### src/rtl/reg_port_arbiter.sv
// Round-robin arbiter sharing the reg_file access port between the core (C) and debug (D).
// Optional stall counter on the core port: define REG_ARB_STALL_CNT_EN.
package reg_port_arbiter_pkg;
  typedef enum logic [1:0] {
    READ_REG_DATA  = 2'd0,
    WRITE_REG_DATA = 2'd1
  } reg_file_op_t;
endpackage

module reg_port_arbiter
  import reg_port_arbiter_pkg::*;
#(
  parameter int unsigned WORD_SIZE = 32
`ifdef REG_ARB_STALL_CNT_EN
  , parameter int unsigned STALL_CNT_W = 16
`endif
) (
  input  logic                 clock,
  input  logic                 reset,
  input  logic                 c_valid,
  input  logic                 c_write,
  input  logic [4:0]           c_rs1,
  input  logic [4:0]           c_rs2,
  input  logic [4:0]           c_rd,
  input  logic [WORD_SIZE-1:0] c_wdata,
  output logic                 c_ready,
  input  logic                 d_valid,
  input  logic                 d_write,
  input  logic [4:0]           d_rs1,
  input  logic [4:0]           d_rs2,
  input  logic [4:0]           d_rd,
  input  logic [WORD_SIZE-1:0] d_wdata,
  input  logic                 d_lock,
  output logic                 d_ready,
  output reg_file_op_t         rf_mem_op,
  output logic [4:0]           rf_rs1,
  output logic [4:0]           rf_rs2,
  output logic [4:0]           rf_rd,
  output logic [WORD_SIZE-1:0] rf_write_data,
  input  logic [WORD_SIZE-1:0] rf_rs1_data,
  input  logic [WORD_SIZE-1:0] rf_rs2_data,
  output logic                 rsp_valid,
  output logic                 rsp_id,
  output logic                 rsp_is_write,
  output logic [WORD_SIZE-1:0] rsp_rs1_data,
  output logic [WORD_SIZE-1:0] rsp_rs2_data,
`ifdef REG_ARB_STALL_CNT_EN
  input  logic                 c_stall_clr,
  output logic [STALL_CNT_W-1:0] c_stall_cnt,
`endif
  output logic                 dbg_halted
);

  typedef enum logic {
    RUN    = 1'b0,
    LOCKED = 1'b1
  } state_t;

  typedef enum logic {
    REQ_C = 1'b0,
    REQ_D = 1'b1
  } req_id_t;

  state_t  state, state_next;
  req_id_t rr_last;
  logic    c_grant, d_grant;
  logic    xfer, xfer_write;

  // A grant is only ever given to a valid requester, so grant == transfer.
  always_comb begin
    c_grant = 1'b0;
    d_grant = 1'b0;
    if (state == LOCKED) begin
      d_grant = d_valid;
    end else if (c_valid && d_valid) begin
      c_grant = (rr_last == REQ_D);
      d_grant = (rr_last == REQ_C);
    end else begin
      c_grant = c_valid;
      d_grant = d_valid;
    end
  end

  assign c_ready    = c_grant;
  assign d_ready    = d_grant;
  assign xfer       = c_grant | d_grant;
  assign xfer_write = c_grant ? c_write : (d_grant & d_write);

  always_comb begin
    rf_mem_op     = READ_REG_DATA;
    rf_rs1        = '0;
    rf_rs2        = '0;
    rf_rd         = '0;
    rf_write_data = '0;
    if (c_grant) begin
      rf_mem_op     = c_write ? WRITE_REG_DATA : READ_REG_DATA;
      rf_rs1        = c_rs1;
      rf_rs2        = c_rs2;
      rf_rd         = c_rd;
      rf_write_data = c_wdata;
    end else if (d_grant) begin
      rf_mem_op     = d_write ? WRITE_REG_DATA : READ_REG_DATA;
      rf_rs1        = d_rs1;
      rf_rs2        = d_rs2;
      rf_rd         = d_rd;
      rf_write_data = d_wdata;
    end
  end

  always_comb begin
    state_next = state;
    case (state)
      RUN:     if (d_grant && d_lock) state_next = LOCKED;
      LOCKED:  if (!d_lock) state_next = RUN;
      default: state_next = RUN;
    endcase
  end

  always_ff @(posedge clock) begin
    if (reset) begin
      state        <= RUN;
      rr_last      <= REQ_D;
      dbg_halted   <= 1'b0;
      rsp_valid    <= 1'b0;
      rsp_id       <= 1'b0;
      rsp_is_write <= 1'b0;
      rsp_rs1_data <= '0;
      rsp_rs2_data <= '0;
    end else begin
      state        <= state_next;
      dbg_halted   <= (state_next == LOCKED);
      if (c_grant) rr_last <= REQ_C;
      else if (d_grant) rr_last <= REQ_D;
      rsp_valid    <= xfer;
      rsp_id       <= d_grant;
      rsp_is_write <= xfer & xfer_write;
      rsp_rs1_data <= (xfer && !xfer_write) ? rf_rs1_data : '0;
      rsp_rs2_data <= (xfer && !xfer_write) ? rf_rs2_data : '0;
    end
  end

`ifdef REG_ARB_STALL_CNT_EN
  always_ff @(posedge clock) begin
    if (reset || c_stall_clr) begin
      c_stall_cnt <= '0;
    end else if (c_valid && !c_grant && (c_stall_cnt != '1)) begin
      c_stall_cnt <= c_stall_cnt + {{(STALL_CNT_W-1){1'b0}}, 1'b1};
    end
  end
`endif

endmodule

### config.mk
export PLATFORM = sky130hd
export DESIGN_NAME = reg_port_arbiter
export DESIGN_NICKNAME = d
export VERILOG_FILES = /design/src/rtl/reg_port_arbiter.sv
export SDC_FILE = /design/constraint.sdc
export NUM_CORES = 1
export LEC_CHECK = 0
export BUFFER_PORTS_ARGS = -buffer_cell sky130_fd_sc_hd__buf_2
export CELL_PAD_IN_SITES_DETAIL_PLACEMENT = 1
export CELL_PAD_IN_SITES_GLOBAL_PLACEMENT = 2
export CORE_ASPECT_RATIO = 0.8
export CORE_MARGIN = 2
export CORE_UTILIZATION = 15
export CTS_CLUSTER_SIZE = 40
export DETAILED_ROUTE_END_ITERATION = 10
export PLACE_DENSITY_LB_ADDON = 0.1
export SYNTH_ARGS = -nofsm -noshare
export SYNTH_HDL_FRONTEND = slang
export SYNTH_SLANG_ARGS = --single-unit
### constraint.sdc
create_clock -name clock -period 1.4 [get_ports clock]
set_clock_uncertainty 0.15 [all_clocks]
set_input_delay 0.07 -clock clock [delete_from_list [all_inputs] [get_ports clock]]
set_output_delay 0.07 -clock clock [all_outputs]
set_load 0.05 [all_outputs]
==> impl_metrics.tcl, run 1 <==
set metrics [dict create \
    setup_violations 117 \
    die_h_um 126.0 \
    required_ps 1180 \
    root_buffer "clkbuf_16" \
    placementRows 44 \
    routed_wl_um 15970 \
    rr_worst_depth 8 \
    place_ws_ps -167.4 \
    start_util_pct 15.35 \
    yosys.area_share.simple_pct 31.09 \
    startpoint_type "flip-flop" \
    synth_top_area_share_pct 49.53 \
    ys_warn_count 0 \
    antenna_found_initial 3 \
    cts_buffers 9 \
    dr.pass1.iters 4 \
    gr-usage-all-layers_pct 15.11 \
    num_vias 3895 \
    fmax_ghz 0.5653 \
    yosysUniqueCellTypes 21 \
    drv_cap 0 \
    crit_arrival_ps 1550 \
    clk_pin_slew_ps 50 \
    via_per_inst 4.152 \
    fillers 2069 \
    synth_seq_cells 69 \
    total_power_mw 7.417 \
    core_area_um2 18170 \
    syn_inst 331 \
    die_area_um2 19710 \
    cts_tree "done" \
    cellLeakagePower_nw 3.463 \
    synthMuxAreaShare_pct 0 \
    die_width_um 156.5 \
    dp_hpwl_um 10540 \
    gr-total-overflow 0 \
    crit_fanout 7 \
    clockBufferDepth 2 \
    gp_congestion 0.7457 \
    syn_to_final_growth_pct 162.8 \
    ant_nets 0 \
    wl_per_cell_um 17.02 \
    violations "negative setup slack" \
    post-route-period-util_pct 126.4 \
    synth-xor-area-share_pct 0 \
    grt_pass1_wl_um 23120 \
    n_antenna_cell 0 \
    h-tree-depth 3 \
    drive_above_1_share_pct 69.07 \
    fin_ws_ps -369.0 \
    synth_top_family_by_area "simple AND/OR/NAND/NOR gates" \
    yosysSeqAreaShare_pct 49.53 \
    period_needed_ps 1769 \
    avgSynthCellArea_um2 8.426 \
    worst_setup_path_end_kind "output port" \
    hp-class "input pin to flip-flop" \
    synth_compound_area_share_pct 10.00 \
    hold_depth 4 \
    dpl_cell_area_um2 5081 \
    synth-adder-area-share_pct 0 \
    netlist_area_um2 2789 \
    rsz0062_at_grt "yes" \
    finalMaxSlewViolations 0 \
    drt_iter0_drc 76 \
    powerDensity_nw_per_um2 1012 \
    io_pins 284 \
    final_cell_area_um2 7328 \
    status "finished with violations" \
    clk-insertion-delay-late_ps 320 \
    drc 0 \
    yosysTopAreaCell "dfxtp_1" \
    path_class "flip-flop to output port" \
    grt_max_degree 32 \
    grt_pass1_vias 4328 \
    setup_tns_ps -33670 \
    nNetsFinal 869 \
    io_buffers 282 \
    hold_ws_ps 39.15 \
    ys_top_cells_by_area "dfxtp_1, and3_1, o21ai_0, nand3_1, nand2_1" \
    cts.sinks 69 \
    final-hold-violation-count 0 \
    max-vdd-ir-drop_mv 0.5148 \
    syn-num-nets 496 \
]
==> logic make-up (layout without fill, tap and decap cells) <==
group,count (synthesis),in the layout
other,1,1
AND/OR/NAND/NOR,167,167
buffers and inverters,42,419
AO/OA/AOI/OAI,52,52
flip-flops,69,69
==> worst max-delay path: stages (launching register included) <==
cell	delay, ps
dfxtp_4	350
nor2b_4	150
and2_4	280
buf_6	200
o21ai_4	60
buf_4	180
==> worst paths after layout <==
check                              from                end  slack [ps]
worst min register to register  rr_last            rr_last         460
worst max register to register    state   rsp_rs2_data[21]        -280
worst max-delay path              state  rf_write_data[21]        -370
worst min-delay path            c_valid            rr_last          40
==> power by group <==
part	leakage (nW)	internal [mW]	switching, mW
Sequential	0.567	2.07	0.0284
Clock	0.150	1.52	0.812
Combinational	2.75	1.27	1.71
==> what timing repair did <==
item | in CTS | in global routing
setup endpoints to repair | 116 | 118
hold buffers | 66 | 0
endpoints found under the hold margin | 68 | 0
resized for setup | 193 | 46
cloned | 6 | 6
pin swaps | 65 | 6
buffers inserted | 12 | 2
==> placed cells by master, fill, tap and decap left out <==
master / synthesis / final
and3_4: 0 / 63
and3_1: 64 / 1
nand2b_1: 2 / 2
o21ai_2: 0 / 4
o21ai_0: 48 / 1
buf_12: 0 / 13
clkbuf_1: 14 / 1
nand2b_4: 0 / 1
nand3_1: 47 / 26
buf_16: 0 / 5
a21oi_2: 0 / 1
nor2b_4: 0 / 1
clkinvlp_4: 0 / 2
buf_6: 10 / 51
dfxtp_2: 0 / 1
and2_1: 2 / 1
clkbuf_8: 0 / 1
and2_4: 0 / 1
buf_8: 0 / 14
dfxtp_1: 69 / 67
o21ba_4: 0 / 1
clkinv_2: 0 / 1
nand2_1: 47 / 47
clkbuf_16: 0 / 14
nand3_2: 0 / 21
inv_1: 4 / 2
buf_2: 11 / 232
dlygate4sd3_1: 0 / 66
o21ai_4: 0 / 43
a32oi_4: 0 / 1
nand3b_1: 1 / 1
inv_4: 0 / 1
buf_4: 3 / 15
nor2_1: 2 / 2
conb_1: 1 / 1
bufinv_16: 0 / 1
a21o_1: 1 / 1
dfxtp_4: 0 / 1
==> synthesized netlist by cell type, drive strengths merged <==
cell type / n
and3: 64
a32oi: 1
conb: 1
nor2b: 1
buf: 24
nand3: 47
nand2: 47
nand2b: 3
inv: 4
dfxtp: 69
nand3b: 1
a21oi: 1
and2: 2
o21ai: 48
a21o: 1
clkbuf: 14
nor2: 2
o21ba: 1
==> state kept, by name, indices dropped and copies added, names as in the netlist <==
register,count
rsp_valid,1
rsp_is_write,1
rsp_rs2_data,32
rsp_rs1_data,32
rr_last,1
rsp_id,1
state,1
==> cell type report <==
| type | count | area (um^2) | area share, % |
|---|---|---|---|
| clock buffer | 12 | 267.8 | 3.654 |
| clock inverter | 3 | 42.54 | 0.5805 |
| inverter | 4 | 21.27 | 0.2903 |
| multi-input combinational | 220 | 2106 | 28.73 |
| sequential | 69 | 1386 | 18.92 |
| tap | 230 | 287.8 | 3.927 |
| timing repair buffer | 400 | 3217 | 43.90 |
==> metal layers <==
metal	track usage, %	vias up	routed length (um)
li1	-	1879	-
met1	17.44	1836	6648
met2	27.08	150	8017
met3	4.646	24	981
met4	3.886	6	272
met5	0	-	46
==> metrics by stage <==
step                cells  utilization (%)
floorplan             331                -
finish                938            40.34
global route          938            40.34
global placement      835            27.97
CTS                   934            38.89
detailed placement    835            27.97
Power figures use the tool's default switching activity.
==> run 2, diff against run 1 <==
--- a/config.mk
+++ b/config.mk
@@ -9,7 +9,7 @@
 export CELL_PAD_IN_SITES_DETAIL_PLACEMENT = 1
 export CELL_PAD_IN_SITES_GLOBAL_PLACEMENT = 2
 export CORE_ASPECT_RATIO = 0.8
-export CORE_MARGIN = 2
+export CORE_MARGIN = 10
 export CORE_UTILIZATION = 15
 export CTS_CLUSTER_SIZE = 40
 export DETAILED_ROUTE_END_ITERATION = 10
==> run 2 against run 1 <==
Against the previous run:
- the run still ends with negative setup slack left
- setup slack lost 11 ps
- cell area shrank 8.4%
- sequential power hardly changed
- count of clock-buffer cells in the layout increased by 1
- routed wire length increased by 4.3%
- core utilization decreased by 3.5 points
- register-to-register slack better by 50 ps
- first-iteration DRC count up 55%
- critical endpoint is now rf_write_data[2]
- non-clock buffer count decreased by 11
==> impl_metrics.tcl, run 2 (synthesis gave the netlist of run 1 again) <==
set metrics [dict create \
    status "finished with violations" \
    violations "negative setup slack" \
    dr.pass1.iters 4 \
    cellLeakagePower_nw 3.404 \
    drc 0 \
    grt_max_degree 49 \
    max-vdd-ir-drop_mv 0.5241 \
    h-tree-depth 3 \
    drv_cap 0 \
    die_width_um 172.5 \
    path_delay_family "simple AND/OR/NAND/NOR gates" \
    path_class "flip-flop to output port" \
    fin_ws_ps -380.1 \
    period_needed_ps 1780 \
    crit_fanout 18 \
    final_cell_mix "buf_2, dfxtp_1, dlygate4sd3_1, and3_1, nand2_1" \
    nNetsFinal 858 \
    antenna_found_initial 2 \
    dp_hpwl_um 12580 \
    required_ps 1180 \
    crit_arrival_ps 1560 \
    use_met1_pct 13.02 \
    fmax_ghz 0.5618 \
    switching_share_pct 34.86 \
    p_clk_share_pct 30.7 \
    grt_pass1_vias 4185 \
    comb_power_share_pct 39.0 \
    drt_iter0_drc 118 \
    p_switching_mw 2.421 \
    rsz0062_at_grt "yes" \
    cts_buffers 9 \
    core_area_um2 18220 \
    clk-insertion-delay-late_ps 320 \
    grt_pass1_wl_um 23670 \
    powerDensity_nw_per_um2 1035 \
    gr-total-overflow 0 \
    finalMaxSlewViolations 0 \
    clk_pin_slew_ps 50 \
    setup_violations 115 \
    seqPwrFrac_pct 30.3 \
    cts.sinks 69 \
    largestRegisters "rsp_rs1_data: 32 flops, rsp_rs2_data: 32 flops" \
    p_int_mw 4.524 \
    startpoint_type "flip-flop" \
    gr-usage-all-layers_pct 12.38 \
    wl_per_cell_um 17.51 \
    num_vias 3801 \
    slowest_delay_ps 320 \
    use_met2_pct 22.80 \
    gp_congestion 0.7009 \
    root_buffer "clkbuf_16" \
    crit_chain "nand2b_4, and2_4, buf_12, o21ai_2, buf_6" \
    hold_ws_ps 38.74 \
    hp-class "input pin to flip-flop" \
    die_h_um 142.0 \
    path_buf_inv 2 \
    post-route-period-util_pct 127.1 \
    final_cell_area_um2 6713 \
    worst_setup_path_end_kind "output port" \
    start_util_pct 15.30 \
    layout_commonest_cell "buf_2" \
    slowest_stage "dfxtp_2" \
    grtUsageMet3_pct 4.990 \
    final-hold-violation-count 0 \
    die_area_um2 24480 \
    routed_wl_um 16650 \
    busiest_layer "met2" \
    fillers 2113 \
    drive_above_1_share_pct 58.76 \
    dpl_cell_area_um2 5130 \
    placementRows 44 \
    syn_to_final_growth_pct 140.7 \
    io_pins 284 \
    ant_nets 0 \
    io_buffers 282 \
    cts_tree "done" \
    via_per_inst 3.997 \
    clockBufferDepth 2 \
]
## run 2: path summary, 6_finish.rpt
kind                            startpoint  slack [ps]          endpoint  depth (start not counted)
worst max-delay path               rr_last        -380  rf_write_data[2]                          5
worst min-delay path               c_valid          40           rr_last                          4
worst max register to register       state        -230   rsp_rs2_data[1]                          7
worst min register to register     rr_last         450           rr_last                          3
## run 2: layout make-up
type                            count  area, um^2  share of cell area (%)
Tap cell                          253       316.6                   4.716
Sequential cell                    69        1386                   20.65
Timing Repair Buffer              389        2962                   44.12
Clock inverter                      1       5.005                 0.07456
Multi-Input combinational cell    220        1737                   25.87
Antenna cell                        2       5.005                 0.07456
Inverter                            4       21.27                  0.3169
Clock buffer                       13       280.3                   4.175
## run 2: power by group through the flow
stage	clock network [mW]	logic (mW)	registers, mW
after global routing	2.29	2.86	2.11
after CTS	2.23	2.66	2.10
final	2.13	2.71	2.10
after detailed placement	0	2.23	2.14
after global placement	0	2.21	2.14
after floorplan	0	1.17	2.52
## run 2: layer usage
metal | up-vias | share of wire [%]
met1 | 1797 | 38
li1 | 1848 | -
met5 | - | 0.078
met3 | 12 | 9.2
met4 | 2 | 0.65
met2 | 142 | 52
## run 2: per-stage QoR
stage / TNS [ps] / utilization [%] / std cells / power, mW / worst slack (ps)
after floorplan: -14340 / - / 331 / 3.695 / -234.1
after global routing: -36930 / 36.81 / 949 / 7.264 / -449.5
after global placement: -11460 / 28.15 / 860 / 4.350 / -153.7
after CTS: -31710 / 35.86 / 944 / 6.991 / -392.0
after detailed placement: -14410 / 28.15 / 860 / 4.373 / -186.7
final: -29550 / 36.84 / 951 / 6.945 / -380.1
## run 2: tightest hold or removal path: stages
cell and delay, ps:
buf_2 90, nand3b_1 140, o21ai_0 110, nand2b_1 60
## run 2: what timing repair did
| item | CTS | global route |
|---|---|---|
| gates resized for setup | 127 | 21 |
| setup buffers | 4 | 1 |
| pin swaps | 2 | 2 |
| hold buffers | 66 | 0 |
| cloned | 0 | 4 |
| endpoints found under the setup margin | 115 | 116 |
| hold endpoints to repair | 68 | 0 |
==> run 3, diff against run 2 <==
--- a/config.mk
+++ b/config.mk
@@ -5,12 +5,13 @@
 export SDC_FILE = /design/constraint.sdc
 export NUM_CORES = 1
 export LEC_CHECK = 0
+export ABC_AREA = 1
 export BUFFER_PORTS_ARGS = -buffer_cell sky130_fd_sc_hd__buf_2
 export CELL_PAD_IN_SITES_DETAIL_PLACEMENT = 1
 export CELL_PAD_IN_SITES_GLOBAL_PLACEMENT = 2
 export CORE_ASPECT_RATIO = 0.8
 export CORE_MARGIN = 10
-export CORE_UTILIZATION = 15
+export CORE_UTILIZATION = 14
 export CTS_CLUSTER_SIZE = 40
 export DETAILED_ROUTE_END_ITERATION = 10
 export PLACE_DENSITY_LB_ADDON = 0.1
==> run 3 against run 2 <==
Against the previous run:
- the run still ends with negative setup slack left
- count of clock-buffer cells in the layout down 1
- synthesized cell count grew 15%
- cell area is 11% higher
- critical path depth is 5 higher
- largest cell class unchanged
- largest power group unchanged
- highest routed layer unchanged
==> impl_metrics.tcl, run 3 <==
set metrics [dict create \
    status "finished with violations" \
    violations "negative setup slack" \
    path_class "flip-flop to output port" \
    r2r_end "rsp_rs1_data[29]" \
    final_cell_area_um2 7457 \
    yosysUniqueCellTypes 18 \
    start_util_pct 14.27 \
    yosys.area_share.simple_pct 32.20 \
    setup_violations 115 \
    seqPwrFrac_pct 28.6 \
    max-vdd-ir-drop_mv 0.5660 \
    required_ps 1180 \
    cts_tree "done" \
    die_h_um 144.6 \
    avgSynthCellArea_um2 7.130 \
    dpl_cell_area_um2 4887 \
    critPathMostFrequentCell "nand2_4" \
    hp-class "input pin to flip-flop" \
    synth-xor-area-share_pct 0 \
    placementRows 45 \
    synth_edf_count 0 \
    num_vias 3743 \
    synth-adder-area-share_pct 0 \
    cellLeakagePower_nw 3.940 \
    yosysTopAreaCell "dfxtp_1" \
    p_int_mw 4.746 \
    core_area_um2 19030 \
    yosysSeqAreaShare_pct 50.85 \
    drt_iter0_drc 70 \
    dp_hpwl_um 11720 \
    die_area_um2 25410 \
    r2r_slack_ps -270 \
    clockBufferDepth 2 \
    via_per_inst 3.592 \
    multi_input_comb_area_um2 1779 \
    rr_worst_depth 10 \
    netlist_area_um2 2716 \
    dr.pass1.iters 4 \
    synth_top_area_share_pct 50.85 \
    io_buffers 282 \
    drive_above_1_share_pct 65.30 \
    grt_max_degree 18 \
    min_from "d_valid" \
    slowest_delay_ps 310 \
    grt_pass1_vias 4321 \
    antenna_found_initial 3 \
    synthTopCellsByCount "nand2_1, inv_1, dfxtp_1" \
    io_pins 284 \
    synth_top_flop_cell "dfxtp_1" \
    drc 0 \
    fillers 2270 \
    wl_per_cell_um 15.84 \
    gr-total-overflow 0 \
    register_area_um2 1386 \
    worst_setup_path_end_kind "output port" \
    switching_share_pct 35.44 \
    comb_power_share_pct 40.8 \
    p_switching_mw 2.605 \
    final_cell_mix "buf_2, inv_1, dfxtp_1, dlygate4sd3_1, nand2_1" \
    h-tree-depth 3 \
    fmax_ghz 0.5607 \
    ys_warn_count 0 \
    final-hold-violation-count 0 \
    ys_async_sr_fraction_pct 0 \
    crit_chain "inv_2, nand2_4, nand2_4, nand2_4, inv_8, buf_6, clkbuf_16, nand2_4, nand2_4, buf_8" \
    startpoint_type "flip-flop" \
    hold_depth 4 \
    layout_commonest_cell "buf_2" \
    crit_fanout 4 \
    finalMaxSlewViolations 0 \
    ys_top_cells_by_area "dfxtp_1, nand2_1, inv_1, nor2_1, buf_6" \
    powerDensity_nw_per_um2 985.8 \
    gr-usage-all-layers_pct 12.18 \
    rr_startpoint "state" \
    syn_inst 381 \
    drv_cap 0 \
    syn-num-nets 546 \
    hold_end "rr_last" \
    slowest_stage "dfxtp_2" \
    gp_congestion 0.7534 \
    period_needed_ps 1783 \
    synth_top_family_by_area "simple AND/OR/NAND/NOR gates" \
    p_clk_share_pct 30.7 \
    crit_arrival_ps 1560 \
    synth_compound_area_share_pct 1.244 \
    clk_pin_slew_ps 50 \
    cts_buffers 9 \
    die_width_um 175.7 \
    synthMuxAreaShare_pct 0 \
    ant_nets 0 \
    setup_tns_ps -30340 \
    syn_to_final_growth_pct 174.5 \
    routed_wl_um 16510 \
    cts.sinks 69 \
    clk-insertion-delay-late_ps 320 \
    grt_pass1_wl_um 23930 \
    nNetsFinal 941 \
    largestRegisters "rsp_rs1_data: 32 flops, rsp_rs2_data: 32 flops" \
    rsz0062_at_grt "yes" \
    synth_seq_cells 69 \
    root_buffer "clkbuf_16" \
    post-route-period-util_pct 127.4 \
    fin_ws_ps -383.4 \
    yosysMostFrequentCell "nand2_1" \
]
==> run 3: cell families after synthesis <==
kind of cell / after synthesis
buffers and inverters: 90
DFF: 69
AOI/OAI and AO/OA: 4
other: 1
and+or+nand+nor: 217
==> run 3: metal layers <==
metal  up-vias  part of all wire [%]  global-route usage, %
met5         -                 0.079                      0
met4         2                  0.45                  2.983
met2       146                    55                  22.55
met3         6                   9.8                  5.941
li1       1870                     -                      -
met1      1719                    35                  11.99
==> run 3: worst max path at each step <==
stage | to | cells after the start | slack (ps) | startpoint
floorplan | rf_rd[2] | 6 | -20 | state
global placement | rf_write_data[28] | 9 | -120 | rr_last
detailed placement | rf_write_data[28] | 9 | -150 | rr_last
CTS | rf_write_data[24] | 9 | -410 | state
global route | rf_write_data[26] | 10 | -460 | rr_last
finish | rf_write_data[17] | 10 | -380 | rr_last
==> run 3: through the flow <==
| step | power [mW] | worst slack (ps) | utilization, % | hold slack (ps) | std cells |
|---|---|---|---|---|---|
| floorplan | 3.511 | -18.47 | - | -10.93 | 381 |
| global placement | 4.184 | -116.0 | 25.68 | 132.3 | 923 |
| detailed placement | 4.203 | -147.7 | 25.68 | 140.7 | 923 |
| CTS | 7.321 | -413.2 | 37.05 | 8.491 | 1032 |
| global route | 7.728 | -460.6 | 39.15 | 25.37 | 1039 |
| finish | 7.352 | -383.4 | 39.18 | 17.05 | 1042 |
==> run 3: cell type report <==
class / instances / area share (%)
Antenna cell: 3 / 0.1007
Inverter: 72 / 3.792
Tap cell: 258 / 4.329
Sequential cell: 69 / 18.59
Clock buffer: 12 / 3.305
Clock inverter: 4 / 0.6208
Timing Repair Buffer: 401 / 45.40
Multi-Input combinational cell: 223 / 23.86
==> run 3: power groups by stage <==
stage                     clock network (mW)  registers, mW  logic (mW)
after floorplan                            0           2.53       0.985
after detailed placement                   0           2.14        2.06
after global routing                    2.45           2.11        3.16
after global placement                     0           2.14        2.05
after CTS                               2.35           2.10        2.87
final                                   2.25           2.10        3.00
==> run 3: worst max-delay path: cells and delay by family, from the launching register on <==
family                 cells  cell delay (ps)
buffers and inverters      5              590
and+or+nand+nor            5              320
DFF                        1              310
==> run 3: what timing repair did <==
action	4_1_cts	5_1_grt
endpoints found under the hold margin	68	0
buffers inserted	12	8
gates cloned	14	1
hold buffers	67	0
gates resized for setup	227	100
pin swaps	4	6
setup endpoints to repair	114	117
